<file path="src/rtl/chan_pkg.sv">
// Shared constants and helpers for the lossy channel family (TCP model packs {seq, len}).
package chan_pkg;

  localparam int SEQ_W      = 4;
  localparam int DEFAULT_DW = 2 * SEQ_W;
  localparam int DROP_W     = 8;

  // Bits needed to encode values 0..value-1; used for count and slot-pick widths.
  function automatic int clog2(input int value);
    int bits;
    int rem;
    bits = 0;
    rem  = value - 1;
    while (rem > 0) begin
      bits++;
      rem = rem >> 1;
    end
    return bits;
  endfunction

endpackage

</file>
<file path="src/rtl/lossy_chan_if.sv">
// Channel bus: offered packet, nondeterministic choices, delivery pulse and status.
interface lossy_chan_if import chan_pkg::*; #(
  parameter int DW    = DEFAULT_DW,
  parameter int DEPTH = 4
) ();

  localparam int CW = clog2(DEPTH + 1);
  localparam int PW = clog2(DEPTH);

  logic              in_val;
  logic [DW-1:0]     in_data;
  logic              nd_drop;
  logic              nd_deliver;
  logic [PW-1:0]     nd_pick;
  logic              out_val;
  logic [DW-1:0]     out_data;
  logic [CW-1:0]     count;
  logic              full;
  logic [DROP_W-1:0] drops;

  modport master (
    output in_val, in_data, nd_drop, nd_deliver, nd_pick,
    input  out_val, out_data, count, full, drops
  );

  modport slave (
    input  in_val, in_data, nd_drop, nd_deliver, nd_pick,
    output out_val, out_data, count, full, drops
  );

endinterface

</file>
<file path="src/rtl/chan_slot_buf.sv">
// Arrival-ordered compacting storage: slot 0 is oldest, slots 0..count-1 valid.
module chan_slot_buf import chan_pkg::*; #(
  parameter int DW    = DEFAULT_DW,
  parameter int DEPTH = 4,
  parameter int CW    = clog2(DEPTH + 1),
  parameter int PW    = clog2(DEPTH)
) (
  input  logic          clk,
  input  logic [CW-1:0] count,
  input  logic          rem_en,
  input  logic [PW-1:0] rem_idx,
  output logic [DW-1:0] rem_data,
  input  logic          app_en,
  input  logic [DW-1:0] app_data
);

  logic [DW-1:0] mem [DEPTH];
  logic [PW-1:0] tail_idx;

  assign rem_data = mem[rem_idx];
  // Appends land after the removal has compacted the array.
  assign tail_idx = PW'(count - CW'(rem_en));

  // NOTE: storage has no reset; slots at or above count are never observed.
  always_ff @(posedge clk) begin
    for (int i = 0; i < DEPTH - 1; i++) begin
      if (rem_en && (PW'(i) >= rem_idx)) mem[i] <= mem[i+1];
    end
    // Last assignment wins when the tail slot is also a shift target.
    if (app_en) mem[tail_idx] <= app_data;
  end

endmodule

</file>
<file path="src/rtl/lossy_chan.sv">
// One-direction lossy channel with externalised loss/delivery/pick choices.
// Build option: define REORDER_EN to let nd_pick choose any valid slot (else oldest-first).
module lossy_chan import chan_pkg::*; #(
  parameter int DW    = DEFAULT_DW,
  parameter int DEPTH = 4
) (
  input logic        clk,
  input logic        rst_n,
  lossy_chan_if.slave bus
);

  localparam int CW = clog2(DEPTH + 1);
  localparam int PW = clog2(DEPTH);

  logic          take;
  logic          accept;
  logic          lose;
  logic [PW-1:0] pick_idx;
  logic [CW-1:0] post_count;
  logic [CW-1:0] count_next;
  logic [DW-1:0] pick_data;

`ifndef REORDER_EN
  logic unused_pick;
  assign unused_pick = ^bus.nd_pick;
`endif

  // NOTE: every always_comb output gets a default first so no latch is inferred.
  always_comb begin
    take     = bus.nd_deliver && (bus.count != '0);
    pick_idx = '0;
`ifdef REORDER_EN
    if (CW'(bus.nd_pick) < bus.count) pick_idx = bus.nd_pick;
`endif
    post_count = bus.count - CW'(take);
    accept     = bus.in_val && !bus.nd_drop && (post_count < CW'(DEPTH));
    lose       = bus.in_val && !accept;
    count_next = post_count + CW'(accept);
  end

  chan_slot_buf #(
    .DW    (DW),
    .DEPTH (DEPTH),
    .CW    (CW),
    .PW    (PW)
  ) u_slot_buf (
    .clk      (clk),
    .count    (bus.count),
    .rem_en   (take),
    .rem_idx  (pick_idx),
    .rem_data (pick_data),
    .app_en   (accept),
    .app_data (bus.in_data)
  );

  // NOTE: sequential state uses non-blocking assignments only.
  always_ff @(posedge clk) begin
    if (!rst_n) begin
      bus.out_val  <= 1'b0;
      bus.out_data <= '0;
      bus.count    <= '0;
      bus.full     <= 1'b0;
      bus.drops    <= '0;
    end else begin
      bus.out_val <= take;
      if (take) bus.out_data <= pick_data;
      bus.count <= count_next;
      bus.full  <= (count_next == CW'(DEPTH));
      if (lose && (bus.drops != '1)) bus.drops <= bus.drops + DROP_W'(1);
    end
  end

endmodule

</file>
<file path="src/flat_wrapper.sv">
// flat-port wrapper written by rule: the top's interface ports become plain ports
module lossy_chan_flat import chan_pkg::*;
#(
  parameter int DW    = DEFAULT_DW,
  parameter int DEPTH = 4
)
  (clk, rst_n, bus_in_val, bus_in_data, bus_nd_drop, bus_nd_deliver, bus_nd_pick, bus_out_val, bus_out_data, bus_count, bus_full, bus_drops);
  lossy_chan_if #(.DW(DW), .DEPTH(DEPTH)) bus_i ();
  input logic clk;
  input logic rst_n;
  input wire logic [$bits(bus_i.in_val)-1:0] bus_in_val;
  input wire logic [$bits(bus_i.in_data)-1:0] bus_in_data;
  input wire logic [$bits(bus_i.nd_drop)-1:0] bus_nd_drop;
  input wire logic [$bits(bus_i.nd_deliver)-1:0] bus_nd_deliver;
  input wire logic [$bits(bus_i.nd_pick)-1:0] bus_nd_pick;
  output wire logic [$bits(bus_i.out_val)-1:0] bus_out_val;
  output wire logic [$bits(bus_i.out_data)-1:0] bus_out_data;
  output wire logic [$bits(bus_i.count)-1:0] bus_count;
  output wire logic [$bits(bus_i.full)-1:0] bus_full;
  output wire logic [$bits(bus_i.drops)-1:0] bus_drops;
  assign bus_i.in_val = bus_in_val;
  assign bus_i.in_data = bus_in_data;
  assign bus_i.nd_drop = bus_nd_drop;
  assign bus_i.nd_deliver = bus_nd_deliver;
  assign bus_i.nd_pick = bus_nd_pick;
  assign bus_out_val = bus_i.out_val;
  assign bus_out_data = bus_i.out_data;
  assign bus_count = bus_i.count;
  assign bus_full = bus_i.full;
  assign bus_drops = bus_i.drops;
  lossy_chan #(.DW(DW), .DEPTH(DEPTH)) u_core (.clk(clk), .rst_n(rst_n), .bus(bus_i));
endmodule
</file>
<file path="config.mk">
export PLATFORM = sky130hd
export DESIGN_NAME = lossy_chan_flat
export DESIGN_NICKNAME = d
export VERILOG_FILES = /design/src/rtl/chan_pkg.sv /design/src/rtl/lossy_chan_if.sv /design/src/rtl/chan_slot_buf.sv /design/src/rtl/lossy_chan.sv /design/src/flat_wrapper.sv
export SDC_FILE = /design/constraint.sdc
export NUM_CORES = 1
export LEC_CHECK = 0
export ABC_AREA = 1
export BUFFER_PORTS_ARGS = -buffer_cell sky130_fd_sc_hd__buf_2
export CAP_MARGIN = 20
export CORE_MARGIN = 1.5
export CORE_UTILIZATION = 42
export CTS_CLUSTER_SIZE = 10
export DETAILED_ROUTE_END_ITERATION = 10
export HOLD_SLACK_MARGIN = 0.12
export PLACE_DENSITY = 0.69
export SLEW_MARGIN = 20
export SYNTH_ARGS = -nofsm -noshare
export SYNTH_HDL_FRONTEND = slang
export SYNTH_SLANG_ARGS = --single-unit
</file>
<file path="constraint.sdc">
create_clock -name clk -period 7.4 [get_ports clk]
set_input_delay 0.37 -clock clk [delete_from_list [all_inputs] [get_ports clk]]
set_output_delay 0.37 -clock clk [all_outputs]
set_load 0.1 [all_outputs]
</file>
* Yosys cells after proc, flatten, opt, wreduce, memory -nomap -nowiden
Memories as Yosys holds them, arrays and structs flattened. A register that Yosys moved wholly into a read port is not among the register bits.
Cells that the tools add are included.
** Cells by class
- Eq/ne operators :: 2
- $add $sub $neg :: 3
- Reduce and logical (&&, ||, !) cells :: 9
- Order comparisons :: 1
- Multiplexer cells :: 4
** Operator list (count)
- $add 8x1->8 const B :: 1
- $ne 8x8->1 const B :: 1
- $logic_and 1x1->1 :: 5
- $mux 1 :: 4
- $add 3x1->3 :: 1
- $eq 3x3->1 const B :: 1
- $logic_not 1->1 :: 3
- $lt 3x3->1 const B :: 1
- $reduce_bool 3->1 :: 1
- $sub 3x1->3 :: 1
** Word-level totals
- Output and inout port bits :: 21
- Memories :: 1
- Logic and storage cells :: 24
- Bits of input ports :: 15
- Register bits :: 13
- Memory bits (writable) :: 32
** Memories
- u_core.u_slot_buf.mem :: words 4, bits a word 8, read ports 4, clocked after memory_dff 1, write ports 4, RTL line chan_slot_buf.sv:17 : logic [DW-1:0] mem [DEPTH];

* Logic depth before layout (Yosys ltp)
Gate-level depths: netlist of the first run.
- Word-level depth :: 8
- Mapped depth :: 17
- Mapped depth without buffers :: 17

* By module
A second synthesis of the first run with hierarchy kept.
** Second synthesis, totals
- Cell total of the unflattened synthesis :: 345
- Area, all modules :: 2708.8 sq um
** By module, submodules not included
- chan_slot_buf :: area an instance 1677.9 sq um, seq. area each 960.9 sq um, instances 1, cells each 192
- lossy_chan :: area an instance 1031.0 sq um, seq. area each 420.4 sq um, instances 1, cells each 153

* Least setup slack after synthesis of the first run
No wires, ideal clock.
- Kind :: reg-to-reg
- Start point :: reg u_core.bus.count[2]
- End point :: mem u_core.u_slot_buf.mem[3][0] (netlist name), enable pin
- Library setup time :: 0.383 ns
- Clock period less this slack :: 3.038 ns
- Path slack :: 4.362 ns
- Path buffers :: 0
- Arrival time :: 2.654 ns
- Stages on the path, launching flop included :: 11
- Required time :: 7.017 ns
- Cells stage by stage :: dfxtp_1 > inv_1 > nand3_1 > nand2_1 > clkinv_1 > ha_1 > ha_1 > nand2_1 > nand2_4 > nand2_4 > nor3_1
** RTL lines
- start, declared :: RTL line lossy_chan_if.sv:28 : output out_val, out_data, count, full, drops
- start signal, assigned :: RTL line lossy_chan.sv:67 : bus.count <= count_next;
- end, declared :: RTL line chan_slot_buf.sv:17

==> flow_summary.yaml, run 1 <==
finish:
  fillers: 498
  area_delta_synth_final_pct: 14.03
  fin_nets: 321
  multi_input_area_sq_um: 832.0
  mostFrequentLayoutCell: "nand2_1"
  num_antenna_cells: 0
  drive_gt1_share_pct: 17.88
  seq_area_sq_um: 1381
  final_area_sq_um: 2665
  final_cell_mix: "106 x nand2_1, 37 x nor2_1, 33 x buf_2"
sta:
  post-route-period-util_pct: 41.83
  fin_skew_ps: 8.012
  relSlewSlack_pct: 33.24
  worstMarginPinSlew_ps: 993.7
  rsz0062_at_grt: "false"
  setup_viol: 0
  fmax_mhz: 323.1
  period_minus_slack_ps: 3095
  final_max_slew_viol_count: 0
  setup_tns_ps: 0
  finalHoldViolCount: 0
drt:
  vias_per_cell: 4.349
  routed_wl_microns: 3546
  postRouteAntennaNets: 0
  first_pass_iters: 4
  drc: 0
  avgRoutedWirePerCell_microns: 9.532
  drt_iter0_drc: 44
  vias: 1618
power_and_ir_drop:
  ir_worst_vdd_mv: 0.2289
  leakagePower_nw: 1.248
  power_density_nw_per_um2: 451.8
global_route:
  first_global_vias: 1354
  track_usage_pct: 12.41
  grt_max_degree: 18
  globalRoute.totalOverflow: 0
  grt_pass1_wl_microns: 5754
  grt_antenna_before_repair: 0
hold_path:
  hold_depth: 1
  hold_path.class: "input port to flip-flop"
floorplanning:
  fp.dieW_microns: 77.60
  core_sq_um: 5238
  ios: 36
  dieArea_sq_um: 6021
  fp.dieH_microns: 77.60
  rows: 26
  start_util_pct: 44.62
worst_setup_path:
  cp_slowest_cell: "nor3_1"
  rr_worst_depth: 11
  crit_buf_inv: 3
  startpoint_type: "flip-flop"
  end_kind: "flip-flop"
  critical_path_class: "flip-flop to flip-flop"
  critPathMaxFanout: 13
  cp.depth: 11
  r2r_slack_ps: 4300
  path_delay_family: "simple AND/OR/NAND/NOR gates"
  crit_chain: "inv_1 > nand3_1 > nand2_1 > clkinv_1 > ha_1 > ha_1 > inv_1 > nand2_1 > nand2_4 > nand2_4 > nor3_1"
  crit_arrival_ps: 3030
  crit_path_max_incr_delay_ps: 780
  required_ps: 7330
synth:
  syn_avg_cell_area_sq_um: 8.853
  synthCells: 264
  synthTopCellsByArea: "edfxtp_1 41%, dfxtp_1 18%, nand2_1 17%"
  seq_area_frac_synth_pct: 59.10
  synth_area_leader_cell: "edfxtp_1"
  async_reset_ff_share_pct: 0
  ys_types: 22
  synth_flop_cell: "edfxtp_1"
  syn_area_sq_um: 2337
  synth_top_area_share_pct: 41.11
  synth_edf_count: 32
  synth-warning-count: 0
  syn-num-nets: 284
  synth-seq-cells: 53
clocking:
  cts_hold_buf: 0
  cts.sinks: 53
  clkTransAtPathRegs_ps: 90
  insertion_delay_ps: 300
  h-tree-depth: 2
  cts.path.max_buffers: 2
  ctsResizeCount: 0
  cts_tree: "done"
  cts_buffers: 5
  postCtsSetupBuffers: 0
  ctsRootBufferMaster: "clkbuf_8"
run:
  drv_cap: 0
placed_design:
  place_area_sq_um: 2575
  place_congestion: 0.7703
  dp_hpwl_microns: 2756
  io_buffer_count: 33
run_status:
  outcome: "completed"
## synthesized netlist by cell type, drive strengths merged (2+ instances only)
library cell,n
a21oi,2
clkbuf,2
dfxtp,21
edfxtp,32
ha,5
inv,26
nand2,108
nand3,9
nor2,38
nor3,5
o21ai,10
xor2,2
## metrics by stage
step | util [%] | power, mW | setup WS [ps] | std cells | hold slack (ps)
after floorplan | - | 0.9744 | 4362 | 264 | 466.7
after global placement | 49.16 | 1.051 | 4230 | 364 | 460.0
after detailed placement | 49.16 | 1.059 | 4209 | 364 | 470.3
after CTS | 50.88 | 1.218 | 4225 | 372 | 295.1
after global routing | 50.88 | 1.284 | 4014 | 372 | 296.2
final | 50.88 | 1.204 | 4305 | 372 | 300.7
## kinds of logic after synthesis
| logic type | Yosys count | share of synthesized area, % |
|---|---|---|
| flops | 53 | 59.10 |
| compound gates | 12 | 2.570 |
| fa+ha+maj | 5 | 2.677 |
| buf+inv | 30 | 5.300 |
| xor+xnor | 2 | 0.7496 |
| simple gates | 162 | 29.60 |
## sequential cells by signal, indices dropped and copies added, names as in the netlist
| signal | count |
|---|---|
| u_core.bus.count | 3 |
| u_core.bus.drops | 8 |
| u_core.bus.full | 1 |
| u_core.bus.out_data | 8 |
| u_core.bus.out_val | 1 |
| u_core.u_slot_buf.mem | 32 |
## where the power goes
| part | leakage, nW | internal (mW) | total (mW) | switching (mW) |
|---|---|---|---|---|
| Clock | 0.0445 | 0.0672 | 0.160 | 0.0925 |
| Combinational | 0.733 | 0.114 | 0.572 | 0.459 |
| Sequential | 0.470 | 0.443 | 0.472 | 0.0288 |
## area by class of cell
type                       count  share of cell area, %
timing repair buffer          33                  6.197
clock buffer                   5                  2.582
inverter                      27                  4.084
tap                           70                  3.286
sequential                    53                  51.83
clock inverter                 3                 0.7981
multi-input combinational    181                  31.22
## routing by layer
metal | global-route usage, % | share of wire, % | vias to the layer above
met5 | 0 | 0 | -
met4 | 5.455 | 1.7 | 0
met3 | 3.882 | 3.6 | 4
met2 | 20.00 | 45 | 25
met1 | 15.20 | 50 | 681
li1 | - | - | 908
## path summary, 6_finish.rpt
| path | from | end |
|---|---|---|
| hold / removal | bus_in_data[4] | u_core.u_slot_buf.mem[3][4] |
| hold reg to reg | u_core.bus.out_data[1] | u_core.bus.out_data[1] |
| setup / recovery | u_core.bus.count[2] | u_core.u_slot_buf.mem[3][0] |
| setup reg to reg | u_core.bus.count[2] | u_core.u_slot_buf.mem[3][0] |
Power figures use the tool's default switching activity.
==> inputs of run 2 (changes only) <==
clock period = 3.1 ns   (was 7.4 ns; I/O delays follow)
==> run 2 against run 1 <==
Global-route usage rose by 1.5 points. Final cell count increased by 2.7%. Critical path depth decreased by 1. Wire length is 3.7% higher. Die area unchanged. Final area is 3.6% higher. Count of clock-buffer cells in the layout unchanged. First-iteration DRC count is 30% higher. Clock skew shrank 1.6 ps. Clock power rose by 140%. Largest power group unchanged. Highest routed layer unchanged.
==> flow_summary.yaml, run 2 (synthesis gave the netlist of run 1 again) <==
run_status:
  outcome: "completed"
worst_setup_path:
  required_ps: 3080
  crit_arrival_ps: 2620
  critPathMaxFanout: 9
  end_kind: "flip-flop"
  critical_path_class: "flip-flop to flip-flop"
  startpoint_type: "flip-flop"
clocking:
  postCtsSetupBuffers: 0
  clkTransAtPathRegs_ps: 90
  cts.path.max_buffers: 2
  ctsResizeCount: 0
  h-tree-depth: 2
  cts_buffers: 5
  ctsRootBufferMaster: "clkbuf_8"
  cts.sinks: 53
  insertion_delay_ps: 300
  cts_tree: "done"
power_and_ir_drop:
  power_density_nw_per_um2: 1050
  ir_worst_vdd_mv: 0.5072
  leakagePower_nw: 1.291
finish:
  fin_nets: 331
  finalNonFillerCells: 382
  largest_reg_flops: 32
  area_delta_synth_final_pct: 18.09
  fillers: 483
  top_register: "u_core.u_slot_buf.mem"
  top_regs: "u_core.u_slot_buf.mem x32, u_core.bus.drops x8, u_core.bus.out_data x8"
  drive_gt1_share_pct: 17.95
  num_antenna_cells: 0
  mostFrequentLayoutCell: "nand2_1"
  final_cell_mix: "106 x nand2_1, 37 x nor2_1, 33 x buf_2"
global_route:
  grt_antenna_before_repair: 0
  grt_max_degree: 18
  grt_pass1_wl_microns: 6548
  first_global_vias: 1491
  globalRoute.totalOverflow: 0
  track_usage_pct: 13.87
floorplanning:
  dieArea_sq_um: 6021
  ios: 36
  core_sq_um: 5238
  start_util_pct: 44.62
  fp.dieW_microns: 77.60
  fp.dieH_microns: 77.60
  rows: 26
sta:
  period_minus_slack_ps: 2639
  finalHoldViolCount: 0
  fmax_mhz: 378.9
  setup_viol: 0
  rsz0062_at_grt: "false"
  final_max_slew_viol_count: 0
  post-route-period-util_pct: 85.14
  holdWs_ps: 214.8
  relSlewSlack_pct: 67.32
  fin_skew_ps: 6.362
  setup_tns_ps: 0
  worstMarginPinSlew_ps: 493.6
  worst_slack_ps: 460.5
drt:
  vias_per_cell: 4.330
  avgRoutedWirePerCell_microns: 9.623
  postRouteAntennaNets: 0
  drt_iter0_drc: 57
  first_pass_iters: 4
  drc: 0
  vias: 1654
  routed_wl_microns: 3676
run:
  drv_cap: 0
placed_design:
  dp_hpwl_microns: 2776
  io_buffer_count: 33
  place_inst: 366
  dp_slack_ps: 409.4
  place_congestion: 0.7816
hold_path:
  hold_path.class: "input port to flip-flop"
run 2: cell count changes in the layout (fill, tap and decap cells not counted), sizes merged:
cell,previous run,this run
buf,33,35
dlygate4sd3,0,8
run 2: timing repair:
action | CTS | global route
endpoints found under the hold margin | 8 | 0
endpoints found under the setup margin | 0 | 0
hold buffers | 8 | 0
run 2: cell type report:
class	instances	area (sq um)	share of cell area [%]
clock inverter	3	21.27	0.7706
inverter	27	108.9	3.944
timing repair buffer	43	260.3	9.429
clock buffer	5	68.82	2.493
tap	70	87.58	3.173
multi-input combinational	181	832.0	30.15
sequential	53	1381	50.05
run 2: worst max-delay path, cell delays in order, from the launching register on:
cell and delay [ps]:
dfxtp_1 330, inv_1 70, nand3_1 80, nand2_1 80
clkinv_1 240, ha_1 280, ha_1 360, inv_1 140
nor3_4 390, inv_4 100, nand2_1 250
run 2: metrics by stage:
stage / total power, mW / area (sq um) / util [%]
2_1_floorplan: 2.326 / 2337 / -
4_1_cts: 2.930 / 2760 / 52.70
5_1_grt: 3.108 / 2760 / 52.70
6_report: 2.899 / 2760 / 52.70
3_3_place_gp: 2.522 / 2590 / 49.45
3_5_place_dp: 2.543 / 2590 / 49.45
run 2: worst paths after layout:
path / from / to / slack [ps] / cells after the start
worst min register to register: u_core.bus.out_data[2] / u_core.bus.out_data[2] / 490 / 2
worst min-delay path: rst_n / u_core.bus.count[0] / 210 / 3
worst max register to register: u_core.bus.count[2] / u_core.u_slot_buf.mem[0][4] / 460 / 10
worst max-delay path: u_core.bus.count[2] / u_core.u_slot_buf.mem[0][4] / 460 / 10
run 2: metal layers:
metal,up-vias,GRT usage (%),routed length (microns)
li1,931,-,-
met1,684,17.59,1787
met2,35,22.00,1648
met3,4,4.353,179
met4,0,5.455,61
met5,-,0,0
run 2: where the power goes:
part / switching, mW / internal (mW)
logic: 1.10 / 0.289
clock network: 0.219 / 0.160
registers: 0.0683 / 1.06
